## config.mk

```make
export PLATFORM = sky130hd
export DESIGN_NAME = counter_sched
export DESIGN_NICKNAME = d
export VERILOG_FILES = /design/src/rtl/counter_sched.sv
export SDC_FILE = /design/constraint.sdc
export NUM_CORES = 1
export LEC_CHECK = 0
export CORE_ASPECT_RATIO = 0.8
export CORE_UTILIZATION = 38
export DETAILED_ROUTE_END_ITERATION = 10
export PLACE_DENSITY = 0.67
export RECOVER_POWER = 100
export SETUP_SLACK_MARGIN = 0.3
export SYNTH_ARGS = -nofsm -noshare
export SYNTH_HDL_FRONTEND = slang
export SYNTH_SLANG_ARGS = --single-unit
```

## constraint.sdc

```tcl
create_clock -name clk -period 6.9 [get_ports clk]
set_clock_uncertainty 0.05 [all_clocks]
set_input_delay 1.38 -clock clk [delete_from_list [all_inputs] [get_ports clk]]
set_output_delay 1.38 -clock clk [all_outputs]
set_load 0.03 [all_outputs]
```

## src/rtl/counter_sched.sv

```systemverilog
// Round-robin scheduler sharing one NBIT count engine among NREQ requesters.
// Define COUNTER_SCHED_FIXED_PRIO_EN to use fixed lowest-index priority instead of round-robin.
module counter_sched #(
    parameter int NREQ = 4,
    parameter int NBIT = 8
) (
    input  logic                 clk,
    input  logic                 rst,
    input  logic [NREQ-1:0]      req,
    input  logic [NREQ-1:0]      dir,
    input  logic [NREQ*NBIT-1:0] len,
    input  logic                 en,
    output logic [NREQ-1:0]      gnt,
    output logic                 busy,
    output logic [NBIT-1:0]      cnt,
    output logic [NREQ-1:0]      done
);

    localparam int PW = (NREQ > 1) ? $clog2(NREQ) : 1;

    typedef enum logic [1:0] {
        S_IDLE,
        S_LOAD,
        S_RUN,
        S_DONE
    } state_t;

    state_t          state_q, state_d;
    logic [PW-1:0]   owner_q, owner_d;
    logic            dir_q, dir_d;
    logic [NBIT-1:0] len_q, len_d;
    logic [NBIT-1:0] cnt_q, cnt_d;
    logic [NBIT-1:0] term;
    logic [PW-1:0]   win, cand;
    logic            found;
`ifndef COUNTER_SCHED_FIXED_PRIO_EN
    logic [PW-1:0]   ptr_q, ptr_d;
    logic [PW-1:0]   ptr_next;
`endif

    // Winner search: scan NREQ slots starting at the pointer (or at 0 for fixed priority).
    always_comb begin
        found = 1'b0;
        win   = '0;
        cand  = '0;
        for (int unsigned i = 0; i < NREQ; i++) begin
`ifdef COUNTER_SCHED_FIXED_PRIO_EN
            cand = PW'(i);
`else
            cand = PW'((32'(ptr_q) + i) % NREQ);
`endif
            if (!found && req[cand]) begin
                found = 1'b1;
                win   = cand;
            end
        end
    end

    assign term = dir_q ? len_q : '0;
`ifndef COUNTER_SCHED_FIXED_PRIO_EN
    assign ptr_next = PW'((32'(owner_q) + 1) % NREQ);
`endif

    always_comb begin
        state_d = state_q;
        owner_d = owner_q;
        dir_d   = dir_q;
        len_d   = len_q;
        cnt_d   = cnt_q;
`ifndef COUNTER_SCHED_FIXED_PRIO_EN
        ptr_d   = ptr_q;
`endif
        case (state_q)
            S_IDLE: begin
                if (found) begin
                    state_d = S_LOAD;
                    owner_d = win;
                    dir_d   = dir[win];
                    len_d   = len[win*NBIT +: NBIT];
                end
            end
            S_LOAD, S_RUN: begin
                // Owner withdrawal wins over load, step and terminal detection; cnt holds.
                if (!req[owner_q]) begin
                    state_d = S_IDLE;
`ifndef COUNTER_SCHED_FIXED_PRIO_EN
                    ptr_d   = ptr_next;
`endif
                end else if (state_q == S_LOAD) begin
                    state_d = S_RUN;
                    cnt_d   = dir_q ? '0 : len_q;
                end else if (cnt_q == term) begin
                    state_d = S_DONE;
                end else if (en) begin
                    cnt_d = dir_q ? cnt_q + 1'b1 : cnt_q - 1'b1;
                end
            end
            S_DONE: begin
                state_d = S_IDLE;
`ifndef COUNTER_SCHED_FIXED_PRIO_EN
                ptr_d   = ptr_next;
`endif
            end
            default: state_d = S_IDLE;
        endcase
    end

    always_ff @(posedge clk or negedge rst) begin
        if (!rst) begin
            state_q <= S_IDLE;
            owner_q <= '0;
            dir_q   <= 1'b0;
            len_q   <= '0;
            cnt_q   <= '0;
`ifndef COUNTER_SCHED_FIXED_PRIO_EN
            ptr_q   <= '0;
`endif
        end else begin
            state_q <= state_d;
            owner_q <= owner_d;
            dir_q   <= dir_d;
            len_q   <= len_d;
            cnt_q   <= cnt_d;
`ifndef COUNTER_SCHED_FIXED_PRIO_EN
            ptr_q   <= ptr_d;
`endif
        end
    end

    always_comb begin
        busy = (state_q != S_IDLE);
        gnt  = busy ? (NREQ'(1) << owner_q) : '0;
        done = (state_q == S_DONE) ? gnt : '0;
        cnt  = cnt_q;
    end

endmodule

```

==> results.json <==
{
  "yosysWarnings": 0,
  "first_global_vias": 1658,
  "cts_tree": "done",
  "power_leakage_nw": 1.19,
  "overflow": 0,
  "crit_top_cell": "o22ai_1",
  "slowest_stage": "o22ai_1",
  "netlist_instances": 211,
  "r2r_cells": 6,
  "final_max_slew_viol_count": 20,
  "avgSynthCellArea_um2": 9.27,
  "hp-class": "flip-flop to flip-flop",
  "syn2layout_area_growth_pct": 33.7,
  "cts_hold_buf": 0,
  "period_share": 0.624,
  "fmax_mhz": 232,
  "ys_async_sr_fraction": 1.00,
  "grtUsageTotal": 0.184,
  "postCtsResizedCells": 0,
  "finalHoldViolCount": 0,
  "post-route-util": 0.549,
  "ys_seq_area_frac": 0.294,
  "layout.cells.non_filler": 327,
  "critPathLaunchType": "input port",
  "synth_edf_count": 0,
  "fin_crit_ns": 4.31,
  "clk_latency_ns": 0.26,
  "crit_path_max_incr_delay_ns": 1.54,
  "nets": 325,
  "cp_max_fo": 19,
  "port_buffers": 59,
  "synth_ff_type": "dfrtp_1",
  "cap_violations": 1,
  "worstHoldStart": "len_q[3]",
  "p_per_area_mw_per_mm2": 457,
  "status": "finished, violations left",
  "fp.dieArea_mm2": 0.00544,
  "viasPerCell": 5.40,
  "rsz0062_at_grt": "false",
  "ant_nets": 0,
  "ios": 60,
  "holdWs_ns": 0.517,
  "drt_wl_total_um": 4520,
  "critPathCaptureType": "flip-flop",
  "r2r_slack_ns": 3.84,
  "final-setup-viol-count": 0,
  "synthTopCellsByArea": "dfrtp_1 29%, mux2i_1 9.7%, ha_1 8.3%",
  "min_path_cells": 1,
  "violations": "capacitance limit, slew limit",
  "cts.clk_slew.worst_paths_ns": 0.08,
  "die_w_um": 82.2,
  "num_vias": 1767,
  "grt_pass1_wl_um": 7750,
  "hold_path_end": "len_q[3]",
  "layout-drive-gt1-share": 0.0562,
  "yosysTopAreaCell": "dfrtp_1",
  "fp-row-count": 22,
  "r2r_start": "ptr_q[1]",
  "setup_ws_ns": 2.59,
  "dp_hpwl_um": 3520,
  "start_util": 0.411,
  "cts.sinks": 23,
  "drtIter0Drc": 58,
  "path_cells": "dlygate4sd3_1, a21oi_1, o21a_1, o22ai_1, mux2i_1, o22ai_1, a21o_1",
  "reg2reg_to": "dir_q",
  "antenna_found_initial": 0,
  "drtPass1Iterations": 4,
  "cts_setup_buffers": 0,
  "synth_cell_types": 49,
  "finalSetupTns_ns": 0,
  "tightest_slew_ns": 2.15,
  "synth_area_mm2": 0.00196,
  "max_slew_margin": -0.434,
  "insertedDiodeCount": 0,
  "dp.cells": 323,
  "synth_nets": 268,
  "ys_seq_elements": 23,
  "place_ws_ns": 3.01,
  "grt_max_degree": 24,
  "vdd_ir_drop_max_mv": 0.236,
  "arrival_ns": 4.42,
  "core_mm2": 0.00476,
  "gp_congestion": 0.855,
  "cts_made_buffers": 3,
  "drt_drc_violations_left": 0,
  "synth_most_common_cell": "dfrtp_1",
  "cts_root_buf": "clkbuf_8",
  "wl_per_cell_um": 13.8,
  "synth.top_cell.area_share": 0.294,
  "crit_type": "input port to flip-flop",
  "cts_buffer_depth": 2,
  "critPathRequiredTime_ns": 7.01,
  "htreeDepth": 1,
  "synth_commonest_cells": "23 x dfrtp_1, 19 x mux2i_1, 14 x nand2_1",
  "chipHeight_um": 66.2
}
through the flow:
step | instance area (um^2) | total power [mW]
floorplan | 1960 | 0.919
detailed placement | 2580 | 1.13
global route | 2610 | 1.31
finish | 2610 | 1.19
global placement | 2580 | 1.12
CTS | 2630 | 1.22
worst max-delay path by stage:
stage                     startpoint        to  cells past startpoint
after floorplan           state_q[0]   done[0]                      4
after global placement        req[0]  len_q[6]                      7
after detailed placement      req[0]     dir_q                      7
after CTS                     req[0]     dir_q                      7
after global routing          req[1]  len_q[2]                      7
final                         req[1]     dir_q                      7
cell usage in the layout (no fill, tap or decap), types with 2 or more instances in the layout:
| cell | instances |
|---|---|
| o21ai_0 | 11 |
| nor4_1 | 2 |
| nand4_1 | 2 |
| mux2i_1 | 19 |
| a32oi_1 | 2 |
| xor2_1 | 3 |
| nor2_1 | 9 |
| o21a_1 | 3 |
| dlygate4sd3_1 | 19 |
| clkbuf_8 | 3 |
| o22ai_1 | 12 |
| mux2_2 | 7 |
| nand2b_1 | 2 |
| and2_1 | 4 |
| xnor2_1 | 6 |
| nand3b_1 | 2 |
| nor2b_1 | 6 |
| a21oi_1 | 10 |
| dfrtp_1 | 23 |
| a21o_1 | 11 |
| nand3_1 | 4 |
| nor3_1 | 2 |
| a2bb2oi_1 | 2 |
| nand4b_1 | 4 |
| nand2_1 | 15 |
| ha_1 | 13 |
| inv_1 | 10 |
| clkdlybuf4s50_1 | 40 |
| a211o_1 | 2 |
per-layer routing:
layer,vias to the layer above,track usage,wire length [um]
met5,-,0,0
met4,0,0.0197,13
met3,2,0.0372,209
met2,47,0.298,2000
met1,818,0.260,2300
li1,900,-,-
cell type report:
| type | instances | area [um^2] |
|---|---|---|
| inverter | 10 | 37.5 |
| sequential | 23 | 576 |
| timing repair buffer | 59 | 591 |
| multi-input combinational | 171 | 1290 |
| clock buffer | 4 | 45.0 |
| fill | 450 | 2150 |
| tap | 60 | 75.1 |
worst max-delay path: cells and delay by family:
family	cells	cell delay, ns
multiplexers	1	0.34
buffers and inverters	1	0.63
AO/OA/AOI/OAI	5	2.06
power breakdown:
| part | internal, mW | switching [mW] |
|---|---|---|
| Combinational | 0.385 | 0.416 |
| Clock | 0.0412 | 0.0427 |
| Sequential | 0.202 | 0.107 |
state kept, by name, indices dropped and copies added (netlist names):
signal / flops
cnt: 8
len_q: 8
owner_q: 2
ptr_q: 2
state_q: 2
dir_q: 1
cells by family (layout without fill, tap and decap cells):
family	after synthesis	in the layout	synth area share
buf+inv	17	73	0.0409
fa+ha+maj	14	14	0.0934
xor+xnor	9	9	0.0403
mux	27	27	0.149
compound gates	61	61	0.211
simple gates	60	60	0.171
flops	23	23	0.294
Power figures use the tool's default switching activity.
